**src/rtl/sys_ctrl_cmd_if.sv**
```systemverilog
// sys_ctrl_cmd_if -- bundle of the command-controller bus signals.
//   UART_RX_*       : received frames from the UART receiver
//   RF_*            : register-file write/read port
//   ALU_*           : ALU request / result
//   CLKG_EN/CLKDIV_EN : clock-gate and clock-divider enables
//   TX_*            : response frames towards the UART transmitter
//   CMD_ERR         : one-cycle error pulse
// Modports: master = controller side, slave = environment side.
interface sys_ctrl_cmd_if #(
  parameter int DATA_WIDTH = 8,
  parameter int RF_ADDR    = 4,
  parameter int ALU_FUN_W  = 4
);
  logic [DATA_WIDTH-1:0]   UART_RX_DATA;
  logic                    UART_RX_VLD;
  logic                    RF_WrEn;
  logic                    RF_RdEn;
  logic [RF_ADDR-1:0]      RF_Address;
  logic [DATA_WIDTH-1:0]   RF_WrData;
  logic [DATA_WIDTH-1:0]   RF_RdData;
  logic                    RF_RdData_VLD;
  logic                    ALU_EN;
  logic [ALU_FUN_W-1:0]    ALU_FUN;
  logic [2*DATA_WIDTH-1:0] ALU_OUT;
  logic                    ALU_OUT_VLD;
  logic                    CLKG_EN;
  logic                    CLKDIV_EN;
  logic [DATA_WIDTH-1:0]   TX_DATA;
  logic                    TX_VLD;
  logic                    TX_RDY;
  logic                    CMD_ERR;

  modport master (
    input  UART_RX_DATA, UART_RX_VLD, RF_RdData, RF_RdData_VLD,
           ALU_OUT, ALU_OUT_VLD, TX_RDY,
    output RF_WrEn, RF_RdEn, RF_Address, RF_WrData, ALU_EN, ALU_FUN,
           CLKG_EN, CLKDIV_EN, TX_DATA, TX_VLD, CMD_ERR
  );

  modport slave (
    output UART_RX_DATA, UART_RX_VLD, RF_RdData, RF_RdData_VLD,
           ALU_OUT, ALU_OUT_VLD, TX_RDY,
    input  RF_WrEn, RF_RdEn, RF_Address, RF_WrData, ALU_EN, ALU_FUN,
           CLKG_EN, CLKDIV_EN, TX_DATA, TX_VLD, CMD_ERR
  );
endinterface

```
**src/rtl/sys_ctrl_cmd.sv**
```systemverilog
// sys_ctrl_cmd -- UART command decoder / system controller.
// Frames arriving on the UART are decoded as commands:
//   0xAA addr data      : RF write
//   0xBB addr           : RF read, result returned as one TX frame
//   0xCC a b fun        : write operands to RF[0]/RF[1], run ALU, two TX frames
//   0xDD fun            : run ALU on current operands, two TX frames (LSB first)
// Ports: CLK, RST (async active low), bus (sys_ctrl_cmd_if.master).
// All outputs are registered.
// Build option: SYS_CTRL_TIMEOUT_EN adds an inter-frame timeout of TIMEOUT
// cycles in the frame-collecting states; without it those states wait forever.
module sys_ctrl_cmd #(
  parameter int DATA_WIDTH = 8,
  parameter int RF_ADDR    = 4,
  parameter int ALU_FUN_W  = 4,
  parameter int TIMEOUT    = 255
) (
  input  logic CLK,
  input  logic RST,
  sys_ctrl_cmd_if.master bus
);
  localparam logic [DATA_WIDTH-1:0] OPC_WR  = DATA_WIDTH'(8'hAA);
  localparam logic [DATA_WIDTH-1:0] OPC_RD  = DATA_WIDTH'(8'hBB);
  localparam logic [DATA_WIDTH-1:0] OPC_ALU = DATA_WIDTH'(8'hCC);
  localparam logic [DATA_WIDTH-1:0] OPC_FUN = DATA_WIDTH'(8'hDD);

  typedef enum logic [3:0] {
    IDLE, WR_ADDR, WR_DATA, RD_ADDR, RD_WAIT, OP_A, OP_B, FUN, ALU_WAIT, TX_LO, TX_HI
  } state_t;

  state_t                  state, state_nxt;
  logic [RF_ADDR-1:0]      wr_addr, wr_addr_nxt;
  logic [DATA_WIDTH-1:0]   rsp_hi, rsp_hi_nxt;   // MSB frame of an ALU result
  logic                    is_alu, is_alu_nxt;   // current command uses the ALU
  logic                    rf_wr_en, rf_wr_en_nxt;
  logic                    rf_rd_en, rf_rd_en_nxt;
  logic [RF_ADDR-1:0]      rf_address, rf_address_nxt;
  logic [DATA_WIDTH-1:0]   rf_wr_data, rf_wr_data_nxt;
  logic                    alu_en, alu_en_nxt;
  logic [ALU_FUN_W-1:0]    alu_fun, alu_fun_nxt;
  logic                    clkg_en, clkg_en_nxt;
  logic                    clkdiv_en;
  logic [DATA_WIDTH-1:0]   tx_data, tx_data_nxt;
  logic                    tx_vld, tx_vld_nxt;
  logic                    cmd_err, cmd_err_nxt;

  logic rx;
  assign rx = bus.UART_RX_VLD;

`ifdef SYS_CTRL_TIMEOUT_EN
  localparam int TW = (TIMEOUT < 2) ? 1 : $clog2(TIMEOUT + 1);
  logic [TW-1:0] tmo, tmo_nxt;
`else
  // TIMEOUT is only consumed by the timeout build.
  if (TIMEOUT < 0) begin : g_tmo_unused
  end
`endif

  always_ff @(posedge CLK or negedge RST) begin
    if (!RST) begin
      state      <= IDLE;
      wr_addr    <= '0;
      rsp_hi     <= '0;
      is_alu     <= 1'b0;
      rf_wr_en   <= 1'b0;
      rf_rd_en   <= 1'b0;
      rf_address <= '0;
      rf_wr_data <= '0;
      alu_en     <= 1'b0;
      alu_fun    <= '0;
      clkg_en    <= 1'b0;
      clkdiv_en  <= 1'b1;
      tx_data    <= '0;
      tx_vld     <= 1'b0;
      cmd_err    <= 1'b0;
`ifdef SYS_CTRL_TIMEOUT_EN
      tmo        <= '0;
`endif
    end else begin
      state      <= state_nxt;
      wr_addr    <= wr_addr_nxt;
      rsp_hi     <= rsp_hi_nxt;
      is_alu     <= is_alu_nxt;
      rf_wr_en   <= rf_wr_en_nxt;
      rf_rd_en   <= rf_rd_en_nxt;
      rf_address <= rf_address_nxt;
      rf_wr_data <= rf_wr_data_nxt;
      alu_en     <= alu_en_nxt;
      alu_fun    <= alu_fun_nxt;
      clkg_en    <= clkg_en_nxt;
      clkdiv_en  <= 1'b1;
      tx_data    <= tx_data_nxt;
      tx_vld     <= tx_vld_nxt;
      cmd_err    <= cmd_err_nxt;
`ifdef SYS_CTRL_TIMEOUT_EN
      tmo        <= tmo_nxt;
`endif
    end
  end

  always_comb begin
    state_nxt      = state;
    wr_addr_nxt    = wr_addr;
    rsp_hi_nxt     = rsp_hi;
    is_alu_nxt     = is_alu;
    rf_wr_en_nxt   = 1'b0;
    rf_rd_en_nxt   = rf_rd_en;
    rf_address_nxt = rf_address;
    rf_wr_data_nxt = rf_wr_data;
    alu_en_nxt     = alu_en;
    alu_fun_nxt    = alu_fun;
    tx_data_nxt    = tx_data;
    tx_vld_nxt     = tx_vld;
    cmd_err_nxt    = 1'b0;
`ifdef SYS_CTRL_TIMEOUT_EN
    tmo_nxt        = '0;
`endif

    unique case (state)
      IDLE: if (rx) begin
        if (bus.UART_RX_DATA == OPC_WR) begin
          state_nxt = WR_ADDR; is_alu_nxt = 1'b0;
        end else if (bus.UART_RX_DATA == OPC_RD) begin
          state_nxt = RD_ADDR; is_alu_nxt = 1'b0;
        end else if (bus.UART_RX_DATA == OPC_ALU) begin
          state_nxt = OP_A;    is_alu_nxt = 1'b1;
        end else if (bus.UART_RX_DATA == OPC_FUN) begin
          state_nxt = FUN;     is_alu_nxt = 1'b1;
        end else begin
          cmd_err_nxt = 1'b1;
        end
      end
      WR_ADDR: if (rx) begin
        wr_addr_nxt = bus.UART_RX_DATA[RF_ADDR-1:0];
        state_nxt   = WR_DATA;
      end
      WR_DATA: if (rx) begin
        rf_wr_en_nxt   = 1'b1;
        rf_address_nxt = wr_addr;
        rf_wr_data_nxt = bus.UART_RX_DATA;
        state_nxt      = IDLE;
      end
      RD_ADDR: if (rx) begin
        rf_rd_en_nxt   = 1'b1;
        rf_address_nxt = bus.UART_RX_DATA[RF_ADDR-1:0];
        state_nxt      = RD_WAIT;
      end
      RD_WAIT: if (bus.RF_RdData_VLD) begin
        rf_rd_en_nxt = 1'b0;
        tx_data_nxt  = bus.RF_RdData;
        tx_vld_nxt   = 1'b1;
        state_nxt    = TX_LO;
      end
      OP_A: if (rx) begin
        rf_wr_en_nxt   = 1'b1;
        rf_address_nxt = '0;
        rf_wr_data_nxt = bus.UART_RX_DATA;
        state_nxt      = OP_B;
      end
      OP_B: if (rx) begin
        rf_wr_en_nxt   = 1'b1;
        rf_address_nxt = RF_ADDR'(1);
        rf_wr_data_nxt = bus.UART_RX_DATA;
        state_nxt      = FUN;
      end
      FUN: if (rx) begin
        alu_fun_nxt = bus.UART_RX_DATA[ALU_FUN_W-1:0];
        alu_en_nxt  = 1'b1;
        state_nxt   = ALU_WAIT;
      end
      ALU_WAIT: if (bus.ALU_OUT_VLD) begin
        alu_en_nxt  = 1'b0;
        tx_data_nxt = bus.ALU_OUT[DATA_WIDTH-1:0];
        rsp_hi_nxt  = bus.ALU_OUT[2*DATA_WIDTH-1:DATA_WIDTH];
        tx_vld_nxt  = 1'b1;
        state_nxt   = TX_LO;
      end
      TX_LO: if (bus.TX_RDY) begin
        if (is_alu) begin
          tx_data_nxt = rsp_hi;
          state_nxt   = TX_HI;
        end else begin
          tx_vld_nxt  = 1'b0;
          state_nxt   = IDLE;
        end
      end
      TX_HI: if (bus.TX_RDY) begin
        tx_vld_nxt = 1'b0;
        state_nxt  = IDLE;
      end
      default: state_nxt = IDLE;
    endcase

    // A frame arriving while busy is dropped and flagged as an overrun.
    if (rx && (state inside {RD_WAIT, ALU_WAIT, TX_LO, TX_HI}))
      cmd_err_nxt = 1'b1;

`ifdef SYS_CTRL_TIMEOUT_EN
    // Counter restarts on every frame; all entries into these states happen
    // on a frame or from a non-counting state, so entry also clears it.
    if (!rx && (state inside {WR_ADDR, WR_DATA, RD_ADDR, OP_A, OP_B, FUN})) begin
      if (tmo == TW'(TIMEOUT - 1)) begin
        cmd_err_nxt = 1'b1;
        state_nxt   = IDLE;
      end else begin
        tmo_nxt = tmo + 1'b1;
      end
    end
`endif

    // Gate enable tracks the state being entered so it lines up with it.
    unique case (state_nxt)
      OP_A, OP_B, FUN, ALU_WAIT: clkg_en_nxt = 1'b1;
      TX_LO, TX_HI:              clkg_en_nxt = is_alu_nxt;
      default:                   clkg_en_nxt = 1'b0;
    endcase
  end

  assign bus.RF_WrEn    = rf_wr_en;
  assign bus.RF_RdEn    = rf_rd_en;
  assign bus.RF_Address = rf_address;
  assign bus.RF_WrData  = rf_wr_data;
  assign bus.ALU_EN     = alu_en;
  assign bus.ALU_FUN    = alu_fun;
  assign bus.CLKG_EN    = clkg_en;
  assign bus.CLKDIV_EN  = clkdiv_en;
  assign bus.TX_DATA    = tx_data;
  assign bus.TX_VLD     = tx_vld;
  assign bus.CMD_ERR    = cmd_err;
endmodule

```
**src/flat_wrapper.sv**
```systemverilog
// flat-port wrapper written by rule: the top's interface ports become plain ports
module sys_ctrl_cmd_flat 
#(
  parameter int DATA_WIDTH = 8,
  parameter int RF_ADDR    = 4,
  parameter int ALU_FUN_W  = 4,
  parameter int TIMEOUT    = 255
)
  (CLK, RST, bus_UART_RX_DATA, bus_UART_RX_VLD, bus_RF_RdData, bus_RF_RdData_VLD, bus_ALU_OUT, bus_ALU_OUT_VLD, bus_TX_RDY, bus_RF_WrEn, bus_RF_RdEn, bus_RF_Address, bus_RF_WrData, bus_ALU_EN, bus_ALU_FUN, bus_CLKG_EN, bus_CLKDIV_EN, bus_TX_DATA, bus_TX_VLD, bus_CMD_ERR);
  sys_ctrl_cmd_if #(.DATA_WIDTH(DATA_WIDTH), .RF_ADDR(RF_ADDR), .ALU_FUN_W(ALU_FUN_W)) bus_i ();
  input  logic CLK;
  input  logic RST;
  input wire logic [$bits(bus_i.UART_RX_DATA)-1:0] bus_UART_RX_DATA;
  input wire logic [$bits(bus_i.UART_RX_VLD)-1:0] bus_UART_RX_VLD;
  input wire logic [$bits(bus_i.RF_RdData)-1:0] bus_RF_RdData;
  input wire logic [$bits(bus_i.RF_RdData_VLD)-1:0] bus_RF_RdData_VLD;
  input wire logic [$bits(bus_i.ALU_OUT)-1:0] bus_ALU_OUT;
  input wire logic [$bits(bus_i.ALU_OUT_VLD)-1:0] bus_ALU_OUT_VLD;
  input wire logic [$bits(bus_i.TX_RDY)-1:0] bus_TX_RDY;
  output wire logic [$bits(bus_i.RF_WrEn)-1:0] bus_RF_WrEn;
  output wire logic [$bits(bus_i.RF_RdEn)-1:0] bus_RF_RdEn;
  output wire logic [$bits(bus_i.RF_Address)-1:0] bus_RF_Address;
  output wire logic [$bits(bus_i.RF_WrData)-1:0] bus_RF_WrData;
  output wire logic [$bits(bus_i.ALU_EN)-1:0] bus_ALU_EN;
  output wire logic [$bits(bus_i.ALU_FUN)-1:0] bus_ALU_FUN;
  output wire logic [$bits(bus_i.CLKG_EN)-1:0] bus_CLKG_EN;
  output wire logic [$bits(bus_i.CLKDIV_EN)-1:0] bus_CLKDIV_EN;
  output wire logic [$bits(bus_i.TX_DATA)-1:0] bus_TX_DATA;
  output wire logic [$bits(bus_i.TX_VLD)-1:0] bus_TX_VLD;
  output wire logic [$bits(bus_i.CMD_ERR)-1:0] bus_CMD_ERR;
  assign bus_i.UART_RX_DATA = bus_UART_RX_DATA;
  assign bus_i.UART_RX_VLD = bus_UART_RX_VLD;
  assign bus_i.RF_RdData = bus_RF_RdData;
  assign bus_i.RF_RdData_VLD = bus_RF_RdData_VLD;
  assign bus_i.ALU_OUT = bus_ALU_OUT;
  assign bus_i.ALU_OUT_VLD = bus_ALU_OUT_VLD;
  assign bus_i.TX_RDY = bus_TX_RDY;
  assign bus_RF_WrEn = bus_i.RF_WrEn;
  assign bus_RF_RdEn = bus_i.RF_RdEn;
  assign bus_RF_Address = bus_i.RF_Address;
  assign bus_RF_WrData = bus_i.RF_WrData;
  assign bus_ALU_EN = bus_i.ALU_EN;
  assign bus_ALU_FUN = bus_i.ALU_FUN;
  assign bus_CLKG_EN = bus_i.CLKG_EN;
  assign bus_CLKDIV_EN = bus_i.CLKDIV_EN;
  assign bus_TX_DATA = bus_i.TX_DATA;
  assign bus_TX_VLD = bus_i.TX_VLD;
  assign bus_CMD_ERR = bus_i.CMD_ERR;
  sys_ctrl_cmd #(.DATA_WIDTH(DATA_WIDTH), .RF_ADDR(RF_ADDR), .ALU_FUN_W(ALU_FUN_W), .TIMEOUT(TIMEOUT)) u_core (.CLK(CLK), .RST(RST), .bus(bus_i));
endmodule
```
**config.mk**
```make
export PLATFORM = sky130hd
export DESIGN_NAME = sys_ctrl_cmd_flat
export DESIGN_NICKNAME = d
export VERILOG_FILES = /design/src/rtl/sys_ctrl_cmd_if.sv /design/src/rtl/sys_ctrl_cmd.sv /design/src/flat_wrapper.sv
export SDC_FILE = /design/constraint.sdc
export NUM_CORES = 1
export LEC_CHECK = 0
export ABC_AREA = 1
export BUFFER_PORTS_ARGS = -buffer_cell sky130_fd_sc_hd__buf_4
export CAP_MARGIN = 20
export CORE_AREA = 2 2 52 102
export DETAILED_ROUTE_END_ITERATION = 10
export DIE_AREA = 0 0 54 104
export PLACE_DENSITY = 0.76
export SYNTH_ARGS = -nofsm -noshare
export SYNTH_HDL_FRONTEND = slang
export SYNTH_SLANG_ARGS = --single-unit
```
**constraint.sdc**
```tcl
create_clock -name CLK -period 2.3 [get_ports CLK]
set_clock_uncertainty 0.15 [all_clocks]
set_input_delay 0.115 -clock CLK [delete_from_list [all_inputs] [get_ports CLK]]
set_output_delay 0.115 -clock CLK [all_outputs]
set_load 0.005 [all_outputs]
```
==> results.sh <==
export IMPL_worstSetupPathType="reg2reg"
export IMPL_ir_worst_vdd_uv=773
export IMPL_die_y_um=104
export IMPL_worstSetupStartpointType="flop"
export IMPL_slowest_delay_ns=0.55
export IMPL_placed_area_um2=2960
export IMPL_cap_violations=0
export IMPL_fin_crit_ns=2.06
export IMPL_synth_largest_area_cell="dfrtp_1"
export IMPL_syn_to_final_growth_pct=40.1
export IMPL_fmax_mhz=485
export IMPL_avgSynthCellArea_um2=7.59
export IMPL_post_dp_hpwl_mm=5.10
export IMPL_syn_nets=351
export IMPL_routabilityCongestion=0.924
export IMPL_ant_nets=0
export IMPL_drc=0
export IMPL_slowest_stage="dlygate4sd3_1"
export IMPL_status="complete, but fails checks"
export IMPL_clkTransAtPathRegs_ns=0.10
export IMPL_worstPathMaxFanout=9
export IMPL_startpoint="u_core.state[0]"
export IMPL_final_cell_area_um2=3330
export IMPL_cts_root_buf="clkbuf_8"
export IMPL_hold_viol_final=1
export IMPL_clockBufferDepth=2
export IMPL_cp_cell_sequence="nor2_1 -> nand2_2 -> inv_2 -> nand2_1 -> nand3_1 -> dlygate4sd3_1 -> nand2_1 -> o21ai_0"
export IMPL_netlist_area_um2=2380
export IMPL_cts_tree="built"
export IMPL_overflow=0
export IMPL_synth_flop_cell="dfrtp_1"
export IMPL_layout_drive_gt1_share_pct=23.4
export IMPL_synth_commonest_cells="nand2_1 (110), dfrtp_1 (47), nor2_1 (34), inv_1 (30), nand3_1 (25)"
export IMPL_numClockSinks=47
export IMPL_utilization_pct=68.4
export IMPL_cp_arrival_ns=2.13
export IMPL_grt_usage_pct=26.8
export IMPL_viasPerCell=5.15
export IMPL_synth_most_common_cell="nand2_1"
export IMPL_portBuffers=67
export IMPL_min_delay_start="bus_RF_RdData[5]"
export IMPL_worstPathRequired_ns=2.37
export IMPL_drv_slew=0
export IMPL_drtPass1Iterations=4
export IMPL_dp_cells=438
export IMPL_holdPathStages=5
export IMPL_r2r_end="u_core.bus.TX_DATA[3]"
export IMPL_rr_worst_depth=8
export IMPL_antenna_found_initial=0
export IMPL_ys_types=30
export IMPL_final_nets=452
export IMPL_io_pins=69
export IMPL_avgRoutedWirePerCell_um=14.7
export IMPL_setup_viol_count_final=0
export IMPL_setup_tns_ns=0
export IMPL_post_route_period_util_pct=89.6
export IMPL_n_antenna_cell=0
export IMPL_synth_edf_count=0
export IMPL_synthCells=313
export IMPL_crit_family="buffers and inverters"
export IMPL_worst_path_buf_inv=2
export IMPL_ys_seq_area_share_pct=49.5
export IMPL_htree_num_levels=2
export IMPL_fin_cells=472
export IMPL_grt_pass1_wl_mm=11.2
export IMPL_synth_top_area_share_pct=49.5
export IMPL_grt_max_degree=48
export IMPL_rows=36
export IMPL_synthArstFlopShare_pct=100
export IMPL_power_density_nw_per_um2=1050
export IMPL_drtIter0Drc=67
export IMPL_ys_seq_elements=47
export IMPL_core_area_um2=4860
export IMPL_relSlewSlack_pct=59.9
export IMPL_cp_common_cell="nand2_1"
export IMPL_die_width_um=54
export IMPL_cts_made_buffers=5
export IMPL_tightest_slew_ns=0.602
export IMPL_violations="hold timing"
export IMPL_die_area_um2=5620
export IMPL_min_to="u_core.bus.TX_DATA[5]"
export IMPL_setup_worst_path_end_class="flop"
export IMPL_synthTopCellsByArea="dfrtp_1 (49%), nand2_1 (17%), nor2_1 (5.4%)"
export IMPL_initial_utilization_pct=48.8
export IMPL_routed_wl_mm=6.94
export IMPL_grt_pass1_vias=2505
export IMPL_whs_ns=-0.00627
export IMPL_yosysWarningCount=0
export IMPL_leakagePower_nw=1.76
export IMPL_reg2reg_from="u_core.state[0]"
export IMPL_vias=2432
export IMPL_hp_class="in2reg"
export IMPL_clk_latency_ns=0.30
export IMPL_rsz0062_at_grt="false"
export IMPL_ff2ff_setup_slack_ns=0.24
per-layer routing:
layer	part of all wire, %	GRT usage [%]	wire length, um
met4	4.0	12.5	279
met2	56	49.4	3890
met5	0	0	0
met1	35	25.9	2460
met3	4.4	5.89	306
flip-flops by register name, indices dropped and copies added (netlist names):
signal	cells
u_core.bus.CMD_ERR	1
u_core.bus.RF_WrEn	1
u_core.state	4
u_core.is_alu	1
u_core.bus.ALU_EN	1
u_core.bus.ALU_FUN	4
u_core.bus.TX_VLD	1
u_core.bus.CLKG_EN	1
u_core.rsp_hi	8
u_core.bus.RF_Address	4
u_core.bus.TX_DATA	8
u_core.bus.RF_WrData	8
u_core.bus.RF_RdEn	1
u_core.wr_addr	4
worst max path at each step:
stage / end / slack [ns] / cells past startpoint
finish: u_core.bus.TX_DATA[3] / 0.24 / 8
detailed placement: u_core.bus.TX_DATA[2] / 0.20 / 6
global route: u_core.bus.CLKG_EN / 0.07 / 10
CTS: u_core.bus.TX_DATA[3] / 0.14 / 9
global placement: u_core.bus.TX_DATA[0] / 0.32 / 6
floorplan: u_core.bus.CLKG_EN / 0.61 / 10
layout make-up:
class / instances / area (um2)
Clock inverter: 3 / 27.5
Clock buffer: 5 / 68.8
Fill cell: 432 / 1540
Sequential cell: 47 / 1180
Multi-Input combinational cell: 228 / 1050
Tap cell: 57 / 71.3
Timing Repair Buffer: 98 / 811
Inverter: 34 / 128
layout by cell type, fill, tap and decap left out, types with 5 or more instances in the layout:
| cell | synthesis | layout |
|---|---|---|
| nand3_1 | 25 | 25 |
| dlygate4sd3_1 | 0 | 25 |
| dfrtp_1 | 47 | 47 |
| clkbuf_8 | 0 | 5 |
| nand2_1 | 110 | 110 |
| o21ai_0 | 15 | 15 |
| inv_1 | 30 | 30 |
| a21oi_1 | 15 | 15 |
| buf_4 | 1 | 72 |
| nor2_1 | 34 | 33 |
stage by stage:
stage,worst slack [ns],hold WS (ns),total power [mW]
floorplan,0.610,-0.331,2.18
global placement,0.316,0.00421,2.82
detailed placement,0.197,0.0115,2.87
CTS,0.136,0.00237,3.46
global route,0.0689,0.0138,3.75
finish,0.239,-0.00627,3.49
power breakdown:
group	internal [mW]	leakage [nW]	total, mW	switching (mW)
Combinational	0.752	1.14	1.55	0.800
Clock	0.226	0.0467	0.539	0.313
Sequential	1.19	0.581	1.40	0.215
Total	2.17	1.76	3.49	1.33
cells by family after synthesis:
logic type	share of synthesized area [%]
AND/OR/NAND/NOR	32.6
multiplexers	0.948
AO/OA/AOI/OAI	10.2
flip-flops	49.5
other	0.158
buffers and inverters	6.58
tightest hold or removal path, cell delays in order:
cell and delay, ns:
buf_4 0.08, nand2_1 0.04, nand3_1 0.07, nand2_1 0.06, o21ai_2 0.05
what timing repair did:
| item | in CTS | in global routing |
|---|---|---|
| hold buffers | 25 | 0 |
| setup buffers | 0 | 1 |
| resized for setup | 0 | 1 |
| endpoints found under the setup margin | 0 | 3 |
| endpoints found under the hold margin | 70 | 0 |
No activity file was read; power rests on OpenSTA's default activity.
